File: config.mk
export PLATFORM = sky130hd
export DESIGN_NAME = fetch_4w
export DESIGN_NICKNAME = d
export VERILOG_FILES = /design/src/rtl/fetch_4w.sv
export SDC_FILE = /design/constraint.sdc
export NUM_CORES = 1
export LEC_CHECK = 0
export ABC_AREA = 1
export BUFFER_PORTS_ARGS = -buffer_cell sky130_fd_sc_hd__buf_2
export CAP_MARGIN = 20
export CORE_MARGIN = 2
export CORE_UTILIZATION = 45
export CTS_CLUSTER_DIAMETER = 200
export DETAILED_ROUTE_END_ITERATION = 8
export HOLD_SLACK_MARGIN = 0.06
export PLACE_DENSITY = 0.73
export SLEW_MARGIN = 25
export SYNTH_ARGS = -nofsm -noshare
export SYNTH_HDL_FRONTEND = slang
export SYNTH_SLANG_ARGS = --single-unit
File: constraint.sdc
create_clock -name clk -period 3 [get_ports clk]
set_input_delay 0.45 -clock clk [delete_from_list [all_inputs] [get_ports clk]]
set_output_delay 0.45 -clock clk [all_outputs]
set_load 0.1 [all_outputs]
File: src/rtl/fetch_4w.sv
// ---------------------------------------------------------------------------
// fetch_4w : 4-wide instruction fetch stage
//
// Keeps the fetch PC and issues one 16-byte-aligned request at a time to
// instruction memory. Each 128-bit response becomes a 4-lane bundle
// (instructions, per-lane valid mask, 28-bit block PC). Bundles go to decode
// over a valid/ready handshake. A back-end redirect retargets the PC and
// discards any stale response or bundle.
//
// Ports
//   clk, rst          clock, synchronous active-high reset
//   redirect_valid    back-end redirect request
//   redirect_pc[31:0] redirect target (bits 1:0 ignored)
//   imem_req          memory request valid (combinational from registers)
//   imem_addr[31:0]   request address, {fetch_pc[31:4], 4'b0}
//   imem_ready        memory accepts the request this cycle
//   imem_rvalid       response data valid (in order, one per request)
//   imem_rdata[127:0] response, [127:96] = word at offset 0
//   out_valid         bundle valid to decode
//   next_ready        decode can accept the bundle
//   inst_4W[127:0]    bundle instructions, same lane layout as imem_rdata
//   inst_4W_valid[3:0] lane mask, bit3 = lane0 ... bit0 = lane3
//   inst_4W_pc[27:0]  bundle block PC, fetch_pc[31:4]
//
// state | meaning
// ------+------------------------------------------------------------
// REQ   | request to memory is presented, waiting for imem_ready
// WAIT  | one request outstanding, waiting for imem_rvalid
// HOLD  | response parked in the pending buffer, output register busy
// ---------------------------------------------------------------------------
module fetch_4w #(
  parameter logic [31:0] RESET_PC = 32'h1C000000
) (
  input  logic         clk,
  input  logic         rst,
  input  logic         redirect_valid,
  input  logic [31:0]  redirect_pc,
  output logic         imem_req,
  output logic [31:0]  imem_addr,
  input  logic         imem_ready,
  input  logic         imem_rvalid,
  input  logic [127:0] imem_rdata,
  output logic         out_valid,
  input  logic         next_ready,
  output logic [127:0] inst_4W,
  output logic [3:0]   inst_4W_valid,
  output logic [27:0]  inst_4W_pc
);

  localparam logic [1:0] S_REQ  = 2'd0;
  localparam logic [1:0] S_WAIT = 2'd1;
  localparam logic [1:0] S_HOLD = 2'd2;

  logic [1:0]   state;
  // Word-aligned fetch PC; bits 1:0 are always zero so they are not stored.
  logic [31:2]  fetch_pc;
  logic         drop;

  logic         pend_valid;
  logic [127:0] pend_inst;
  logic [3:0]   pend_mask;
  logic [27:0]  pend_pc;

  logic         req_fire;
  logic         out_fire;
  logic         out_free;
  logic [27:0]  next_block;
  logic [3:0]   lane_mask;
  logic         unused_redirect_bits;

  assign unused_redirect_bits = ^redirect_pc[1:0];

  assign imem_req   = (state == S_REQ) && !rst;
  assign imem_addr  = {fetch_pc[31:4], 4'b0000};
  assign req_fire   = imem_req && imem_ready;
  assign out_fire   = out_valid && next_ready;
  assign out_free   = !out_valid || out_fire;
  // Sequential fetch always moves to the next 16-byte block; the 28-bit add
  // wraps 32'hFFFFFFF0 to 32'h00000000 naturally.
  assign next_block = fetch_pc[31:4] + 28'd1;

  // Lanes before the fetch PC's word offset are not part of the stream.
  always_comb begin
    lane_mask = 4'b1111;
    case (fetch_pc[3:2])
      2'd0:    lane_mask = 4'b1111;
      2'd1:    lane_mask = 4'b0111;
      2'd2:    lane_mask = 4'b0011;
      default: lane_mask = 4'b0001;
    endcase
  end

  always_ff @(posedge clk) begin
    if (rst) begin
      state         <= S_REQ;
      fetch_pc      <= RESET_PC[31:2];
      drop          <= 1'b0;
      pend_valid    <= 1'b0;
      pend_inst     <= '0;
      pend_mask     <= '0;
      pend_pc       <= '0;
      out_valid     <= 1'b0;
      inst_4W       <= '0;
      inst_4W_valid <= '0;
      inst_4W_pc    <= '0;
    end else begin
      // A consumed bundle empties the output register unless refilled below.
      if (out_fire) begin
        out_valid <= 1'b0;
      end

      if (redirect_valid) begin
        // Any bundle firing this cycle has already been taken by decode;
        // everything still held here is on the wrong path.
        fetch_pc   <= redirect_pc[31:2];
        out_valid  <= 1'b0;
        pend_valid <= 1'b0;
        case (state)
          S_REQ: begin
            if (req_fire) begin
              // The request just issued belongs to the old path.
              state <= S_WAIT;
              drop  <= 1'b1;
            end
          end
          S_WAIT: begin
            if (imem_rvalid) begin
              drop  <= 1'b0;
              state <= S_REQ;
            end else begin
              drop <= 1'b1;
            end
          end
          S_HOLD: begin
            state <= S_REQ;
          end
          default: begin
            state <= S_REQ;
          end
        endcase
      end else begin
        case (state)
          S_REQ: begin
            if (req_fire) begin
              state <= S_WAIT;
            end
          end
          S_WAIT: begin
            if (imem_rvalid) begin
              if (drop) begin
                drop  <= 1'b0;
                state <= S_REQ;
              end else if (out_free) begin
                inst_4W       <= imem_rdata;
                inst_4W_valid <= lane_mask;
                inst_4W_pc    <= fetch_pc[31:4];
                out_valid     <= 1'b1;
                fetch_pc      <= {next_block, 2'b00};
                state         <= S_REQ;
              end else begin
                // Decode is stalled: park the response and stop requesting
                // until the output register drains.
                pend_inst  <= imem_rdata;
                pend_mask  <= lane_mask;
                pend_pc    <= fetch_pc[31:4];
                pend_valid <= 1'b1;
                fetch_pc   <= {next_block, 2'b00};
                state      <= S_HOLD;
              end
            end
          end
          S_HOLD: begin
            if (out_free) begin
              inst_4W       <= pend_inst;
              inst_4W_valid <= pend_mask;
              inst_4W_pc    <= pend_pc;
              out_valid     <= 1'b1;
              pend_valid    <= 1'b0;
              state         <= S_REQ;
            end
          end
          default: begin
            state <= S_REQ;
          end
        endcase
      end
    end
  end

endmodule
==> results of run 1 <==
-- critical path: stages (launching register included) --
cell and delay [ns]:
dfxtp_1 0.34, inv_1 0.09, ha_1 0.20, nand2_1 0.12
nor2_4 0.23, inv_2 0.10, nor2_4 0.18, nand2_4 0.31
buf_4 0.38, nand2_1 0.11, a21oi_1 0.07
-- Yosys cell counts (all sizes together), types with 2 or more instances --
cell type	number	area share, %
nand3b	4	0.20
o211ai	2	0.10
dfxtp	354	48
inv	48	1.2
nand3	153	5.2
xor2	6	0.36
nand4	4	0.17
clkbuf	120	3.1
o21ai	192	6.5
buf	80	3.2
a22o	3	0.18
xnor2	3	0.18
ha	4	0.34
nor3	5	0.17
nor2	60	1.7
a31oi	170	7.2
nand2	596	15
a21oi	189	6.4
-- registers in the layout, summed over array words and instances, names as in the netlist, 2 cells and up --
name and flops:
fetch_pc 30, pend_inst 128, inst_4W_pc 28, inst_4W 128, pend_mask 4, pend_pc 28, state 2, inst_4W_valid 4
-- logic make-up (layout without fill, tap and decap cells) --
group | Yosys count | in the layout | share of synthesized area, %
xor+xnor | 9 | 9 | 0.536
simple gates | 823 | 823 | 22.7
fa+ha+maj | 4 | 4 | 0.340
buf+inv | 248 | 492 | 7.52
flops | 354 | 354 | 48.2
other cells | 1 | 10 | 0.0255
compound gates | 559 | 559 | 20.6
-- power by group --
group,internal (mW),switching [mW],leakage [nW]
combinational,0.330,1.51,3.78
clock,2.86,1.92,0.625
sequential,4.85,0.113,2.87
-- stage by stage --
stage / std cells / worst slack [ns] / instance area [um^2] / util [%]
global route: 2690 / 0.523 / 17700 / 54.8
floorplan: 2001 / 0.514 / 14700 / -
CTS: 2687 / 0.678 / 17700 / 54.8
finish: 2693 / 0.665 / 17700 / 54.8
global placement: 2618 / 0.690 / 16500 / 50.8
detailed placement: 2618 / 0.614 / 16500 / 50.8
-- layer usage --
| layer | wire [um] | vias up |
|---|---|---|
| met1 | 18800 | 6835 |
| met5 | 19 | - |
| met3 | 3720 | 106 |
| met4 | 1650 | 4 |
| met2 | 20500 | 598 |
| li1 | - | 7187 |
-- cell type report --
class	instances	area share [%]
Inverter	48	1.04
Clock buffer	56	6.31
Timing Repair Buffer	375	11.7
Tap cell	442	3.12
Antenna cell	6	0.0846
Multi-Input combinational cell	1399	36.9
Clock inverter	13	0.881
Sequential cell	354	39.9
-- worst max-delay path by stage --
stage | end | slack (ns) | start | cells past startpoint
floorplan | drop | 0.51 | rst | 6
global placement | inst_4W_pc[25] | 0.69 | redirect_valid | 9
detailed placement | inst_4W[50] | 0.61 | redirect_valid | 9
CTS | imem_req | 0.68 | state[0] | 5
global route | pend_inst[102] | 0.52 | state[1] | 10
finish | pend_inst[102] | 0.66 | state[1] | 10
==> out/metrics.csv, run 1 <==
metric;value;unit
worst min-delay path category;in -> reg;
Bufs on Longest Clock Path;3;
H-Tree Depth;2;
Fmax achieved;0.428;GHz
worst rel slew slack;32.6;%
kind of critical path;reg -> reg;
Detail Placement HPWL;26800;um
Nets;2387;
Root Buffer Master;clkbuf_16;
vias post-DR;14700;
CP Launch Type;register;
max-slew violations;0;
final wirelength;44700;um
CTS Buf Count;39;
GRT overflow;0;
Reg2Reg Setup Slack;0.66;ns
Post-synth EDFFs;0;
IO Port Bufs;353;
Synth warnings;0;
area delta synth->final;20.7;%
Min-Delay Path Depth;3;
Die Span Y;185;um
Tcrit/Tclk final;77.8;%
Clock Skew;0.0188;ns
final hold vios;0;
drt wl/cell;16.6;um
FF/Latch Area;7090;um^2
MaxCap Viol Count;0;
floorplan row count;66;
Endpoint, Worst Hold;fetch_pc[27];
Setup Buffers After CTS;0;
Hold WS;0.167;ns
hold_sp;redirect_pc[27];
fin crit period;2.34;ns
Clk pin slew, worst setup/hold paths;0.06;ns
crit-path max FO;36;
R2R Path Start;state[1];
status;finished, final reports clean;
CTS tree;done;
asr flop ratio synth;0;%
largest net degree at the start of global routing;162;
Post-CTS Resized;0;
All-Layer GR Usage;25.2;%
vias per cell;5.47;
GR Layer Usage met2;41.2;%
met3 usage;6.24;%
Synth Instances;1998;
layout cells sized above 1;20.0;%
worst r2r dst;pend_inst[102];
Multi-input gate area;6550;um^2
Post-Syn Area per Cell;7.36;um^2
Max VDD drop;493;uV
hold_buf cts;0;
GR met1 Demand/Resource;31.4;%
Clock Latency Late Sink;0.53;ns
filler cell count;3059;
CP required;3.36;ns
routability cong.;0.861;
IO Count;360;
Seq cells post-synth;354;
WP data arrival;2.69;ns
chip width;185;um
die area;34100;um^2
vias in the first global route;13700;
unrepaired setup endpoints after global routing;false;
Final ANT Viol Nets;0;
Final setup viols;0;
r2r worst-path depth;10;
Starting Density;45.4;%
1st-iter DRT viols;1187;
initial antenna violation count;5;
Slew @ Worst Pin;1.01;ns
crit path capture type;register;
Pwr per Cell Area;653;nW/um^2
Pleak;7.27;nW
Post-Syn Area;14700;um^2
count of cell types in the netlist;30;
first-pass GRT wire length;70200;um
Most Crowded Layer GR;met2;
most frequent cells in the layout;nand2_1, dfxtp_1, buf_2;
# DRC;0;
Top FF cell, synth;dfxtp_1;
DRT Pass-1 Iters;5;
area of the core;32400;um^2
post-synthesis sequential area ratio;48.2;%
Final Total Pwr;11.6;mW
total clock sinks;354;
setup TNS;0;ns
most common cell after layout, fill and taps aside;nand2_1;
(Power assumes the default switching activity.)
==> run 2, diff against run 1 <==
PLACE_DENSITY = 0.76   (was 0.73)
clock period = 1.9 ns   (was 3 ns; I/O delays follow)
==> out/metrics.csv, run 2 (synthesis results as in run 1) <==
metric;value;unit;change
Slew @ Worst Pin;0.752;ns;-0.260 ns
area of the core;32400;um^2;unchanged
CP required;2.33;ns;-1.03 ns
chip width;185;um;unchanged
filler cell count;2411;;-21%
Pwr per Cell Area;869;nW/um^2;+33%
Endpoint, Worst Hold;fetch_pc[17];;
# DRC;0;;unchanged
biggest regs;inst_4W (128), pend_inst (128), fetch_pc (30);;
P_sw;5.92;mW;+67%
hold_sp;redirect_pc[17];;
worst path cell trace;inv_2, ha_4, nand2_2, nor2_2, o21ai_2, nor2_4, buf_6, buf_8, buf_8, o21ai_1, a31oi_1;;
Final ANT Viol Nets;0;;unchanged
final hold vios;0;;unchanged
All-Layer GR Usage;27.6;%;+2.4 points
Buf/Inv on CP;4;;+1
status;finished with violations;;
r2r worst-path depth;11;;+1
vias per cell;5.88;;+7.4%
total clock sinks;354;;unchanged
first-pass GRT wire length;77200;um;+10%
Max VDD drop;820;uV;+66%
Fmax achieved;0.512;GHz;+20%
fin crit period;1.95;ns;-0.384 ns
P_int;12.9;mW;+61%
most frequent cells in the layout;nand2_1, dfxtp_1, buf_2;;
IO Port Bufs;353;;unchanged
fin util;67.0;%;+12 points
Bufs on Longest Clock Path;3;;unchanged
Max stage delay on crit path;0.33;ns;-0.05 ns
crit path capture type;register;;
Logic pwr share;19.7;%;+3.8 points
PnR worst setup slack;-0.0512;ns;-0.716 ns
Min-Delay Path Depth;3;;unchanged
Final Total Pwr;18.9;mW;+63%
CTS Buf Count;38;;-2.6%
GRT overflow;0;;unchanged
worst min-delay path category;in -> reg;;
Reg2Reg Setup Slack;-0.05;ns;-0.72 ns
Pleak;8.91;nW;+23%
vias in the first global route;15700;;+15%
Design Area, Final;21700;um^2;+22%
Root Buffer Master;clkbuf_16;;
kind of critical path;reg -> reg;;
largest net degree at the start of global routing;161;;-0.62%
Starting Density;45.4;%;unchanged
Final setup viols;53;;+53
routability cong.;0.931;;+8.1%
worst rel slew slack;49.9;%;+17 points
cell family with most CP delay;buffers and inverters;;
MaxCap Viol Count;0;;unchanged
die area;34100;um^2;unchanged
sw frac;31.4;%;+0.78 points
final wirelength;60200;um;+35%
vias post-DR;17300;;+18%
slowest CP cell;dfxtp_2;;
1st-iter DRT viols;1828;;+54%
Tcrit/Tclk final;103;%;+25 points
drt wl/cell;20.4;um;+23%
area delta synth->final;47.5;%;
DRT Pass-1 Iters;6;;+1
floorplan row count;66;;unchanged
most common cell after layout, fill and taps aside;nand2_1;;
Detail Placement HPWL;28500;um;+6.4%
failing checks;setup timing;;
Nets;2650;;+11%
crit-path max FO;8;;-78%
unrepaired setup endpoints after global routing;true;;
Die Span Y;185;um;unchanged
initial antenna violation count;3;;-2
Clock Latency Late Sink;0.52;ns;about the same
worst r2r dst;inst_4W_pc[1];;
Area after DPL;16900;um^2;+2.8%
layout cells sized above 1;27.2;%;+7.2 points
Setup WS pre-CTS;-0.0257;ns;-0.640 ns
IO Count;360;;unchanged
Clk pin slew, worst setup/hold paths;0.06;ns;about the same
register share of total power;41.6;%;-1.2 points
WP data arrival;2.38;ns;-0.31 ns
most frequent CP cell;buf_8;;
CTS tree;done;;
R2R Path Start;state[0];;
setup TNS;-0.917;ns;-0.917 ns
CP Launch Type;register;;
Clock Skew;0.00841;ns;-0.0104 ns
Clk pwr share;38.7;%;-2.6 points
H-Tree Depth;2;;unchanged
max-slew violations;0;;unchanged
## run 2: changes by cell type in the layout (fill, tap and decap cells not counted), sizes merged
cell | previous run | this run
nand2 | 596 | 599
clkbuf | 56 | 98
buf | 375 | 459
clkinv | 5 | 6
diode | 6 | 4
dlygate4sd3 | 0 | 137
inv | 51 | 48
bufinv | 3 | 1
## run 2: layout make-up
cell class / count / area, um^2 / share of cell area, %
Inverter: 48 / 191 / 0.883
Clock inverter: 9 / 80.1 / 0.369
Multi-Input combinational cell: 1402 / 7080 / 32.7
Tap cell: 442 / 553 / 2.55
Sequential cell: 354 / 7090 / 32.7
Clock buffer: 58 / 1140 / 5.24
Antenna cell: 4 / 10.0 / 0.0461
Timing Repair Buffer: 636 / 5550 / 25.6
## run 2: how the worst max path moves through the flow
stage	startpoint	endpoint	cells after the start	slack [ns]
2_1_floorplan	state[0]	drop	8	-0.05
4_1_cts	state[1]	inst_4W_pc[12]	10	-0.007
3_3_place_gp	state[0]	inst_4W[113]	10	-0.002
6_report	state[0]	inst_4W_pc[1]	11	-0.05
3_5_place_dp	state[1]	pend_pc[26]	11	-0.03
5_1_grt	state[0]	inst_4W[4]	11	-0.15
## run 2: layer usage
metal  vias up  GRT usage (%)  part of all wire (%)
li1       7728              -                     -
met1      8062           32.3                    37
met2      1255           47.3                    47
met3       304           6.24                    11
met4         0           14.2                   6.0
met5         -              0                     0
## run 2: what timing repair did
item,in CTS,in global routing
setup endpoints to repair,30,328
setup buffers,2,18
pin swaps,2,7
gates cloned,2,58
hold buffers,137,0
endpoints found under the hold margin,258,0
resized for setup,4,254
## run 2: worst register-to-register path, cell delays in order, from the launching register on
cell,delay [ns]
dfxtp_2,0.33
inv_2,0.06
ha_4,0.27
nand2_2,0.05
nor2_2,0.11
o21ai_2,0.08
nor2_4,0.21
buf_6,0.15
buf_8,0.15
buf_8,0.15
o21ai_1,0.08
a31oi_1,0.23
## run 2: per-stage QoR
step	std cells	hold slack [ns]
floorplan	2001	0.425
global placement	2665	0.444
detailed placement	2665	0.452
CTS	2873	0.0617
global route	2952	0.0611
finish	2953	0.0781
## run 2: power groups by stage
stage	sequential (mW)	clock, mW	combinational [mW]
detailed placement	7.96	0	3.02
finish	7.84	7.30	3.72
global route	7.86	7.62	3.85
floorplan	9.28	0	0.994
CTS	7.81	7.33	3.28
global placement	7.96	0	2.99
==> run 3, diff against run 2 <==
GPL_ROUTABILITY_DRIVEN = 1   (was default)
RECOVER_POWER = 100   (was default)
==> out/metrics.csv, run 3 (synthesis results as in run 1) <==
metric;value;unit;change
Clk pin slew, worst setup/hold paths;0.06;ns;about the same
MaxCap Viol Count;0;;unchanged
DRT Pass-1 Iters;6;;unchanged
chip width;185;um;unchanged
Tcrit/Tclk final;103;%;-0.12 points
die area;34100;um^2;unchanged
status;finished with violations;;
IO Port Bufs;353;;unchanged
unrepaired setup endpoints after global routing;true;;
Slew @ Worst Pin;0.745;ns;-0.00673 ns
CP required;2.29;ns;-0.04 ns
CTS tree;done;;
Setup WS pre-CTS;-0.0257;ns;unchanged
Max VDD drop;822;uV;+0.24%
Clock Skew;0.0102;ns;+0.00177 ns
failing checks;setup timing;;
filler cell count;2412;;+0.041%
Hold WS;0.0738;ns;-0.00425 ns
1st-iter DRT viols;1970;;+7.8%
Area after DPL;16900;um^2;unchanged
biggest regs;inst_4W (128), pend_inst (128), fetch_pc (30);;
total clock sinks;354;;unchanged
All-Layer GR Usage;27.6;%;unchanged
GRT overflow;0;;unchanged
routability cong.;0.931;;unchanged
floorplan row count;66;;unchanged
PnR worst setup slack;-0.0490;ns;+0.00222 ns
setup TNS;-1.06;ns;-0.141 ns
Final ANT Viol Nets;0;;unchanged
H-Tree Depth;2;;unchanged
initial antenna violation count;3;;unchanged
Pwr per Cell Area;870;nW/um^2;about the same
Pleak;8.91;nW;about the same
vias post-DR;17400;;+0.075%
area delta synth->final;47.5;%;about the same
drt wl/cell;20.4;um;+0.30%
Clock Latency Late Sink;0.52;ns;about the same
max-slew violations;0;;unchanged
final wirelength;60400;um;+0.30%
Die Span Y;185;um;unchanged
crit-path max FO;6;;-2
Fmax achieved;0.513;GHz;+0.11%
CP Launch Type;register;;
crit path capture type;register;;
vias per cell;5.88;;about the same
Bufs on Longest Clock Path;3;;unchanged
most frequent cells in the layout;nand2_1, dfxtp_1, buf_2;;
largest net degree at the start of global routing;161;;unchanged
Design Area, Final;21700;um^2;about the same
# DRC;0;;unchanged
WP data arrival;2.34;ns;-0.04 ns
final hold vios;0;;unchanged
kind of critical path;reg -> reg;;
vias in the first global route;15700;;unchanged
layout cells sized above 1;27.2;%;-0.040 points
area of the core;32400;um^2;unchanged
Root Buffer Master;clkbuf_16;;
worst rel slew slack;50.3;%;+0.45 points
fin crit period;1.95;ns;-0.00222 ns
first-pass GRT wire length;77200;um;unchanged
Final setup viols;58;;+9.4%
worst min-delay path category;in -> reg;;
CTS Buf Count;38;;unchanged
IO Count;360;;unchanged
most common cell after layout, fill and taps aside;nand2_1;;
Starting Density;45.4;%;unchanged
Detail Placement HPWL;28500;um;unchanged
Nets;2650;;unchanged
[run 3: cell type report]
| type | count | area, um^2 | area share (%) |
|---|---|---|---|
| Timing Repair Buffer | 636 | 5550 | 25.6 |
| Sequential cell | 354 | 7090 | 32.7 |
| Multi-Input combinational cell | 1402 | 7080 | 32.6 |
| Inverter | 48 | 191 | 0.883 |
| Clock buffer | 58 | 1140 | 5.24 |
| Antenna cell | 4 | 10.0 | 0.0461 |
| Tap cell | 442 | 553 | 2.55 |
| Clock inverter | 9 | 80.1 | 0.369 |
[run 3: stage by stage]
step	instances	total power [mW]	utilization, %
6_report	2953	18.9	67.0
5_1_grt	2952	19.3	67.0
4_1_cts	2873	18.4	60.6
3_5_place_dp	2665	11.0	52.2
3_3_place_gp	2665	10.9	52.2
2_1_floorplan	2001	10.3	-
[run 3: power breakdown]
part | switching, mW | total (mW) | internal, mW
Sequential | 0.186 | 7.84 | 7.66
Combinational | 2.70 | 3.72 | 1.02
Clock | 3.04 | 7.30 | 4.26
[run 3: layer usage]
layer,vias to the layer above,GRT usage [%],share of wire (%)
met1,8036,32.3,37
met3,323,6.24,11
met2,1274,47.3,46
li1,7729,-,-
met5,-,0,0
met4,0,14.2,6.3
[run 3: final timing paths]
check | to | cells past startpoint | from | slack [ns]
setup reg to reg | inst_4W[55] | 11 | state[0] | -0.05
setup / recovery | inst_4W[55] | 11 | state[0] | -0.05
hold reg to reg | pend_inst[102] | 2 | pend_inst[102] | 0.46
hold / removal | fetch_pc[17] | 3 | redirect_pc[17] | 0.07
[run 3: worst max-delay path, cell delays in order, from the launching register on]
cell       delay, ns
dfxtp_2         0.33
inv_2           0.06
ha_4            0.27
nand2_2         0.05
nor2_2          0.11
o21ai_2         0.08
nor2_4          0.21
buf_6           0.13
clkbuf_16       0.17
buf_8           0.15
clkbuf_16       0.16
a31oi_2         0.10
[run 3: timing repair]
action / in CTS / in global routing
hold endpoints to repair: 258 / 0
pin swaps: 2 / 7
endpoints found under the setup margin: 30 / 328
setup buffers: 2 / 18
resized for setup: 4 / 254
cloned: 2 / 58
hold buffers: 137 / 0
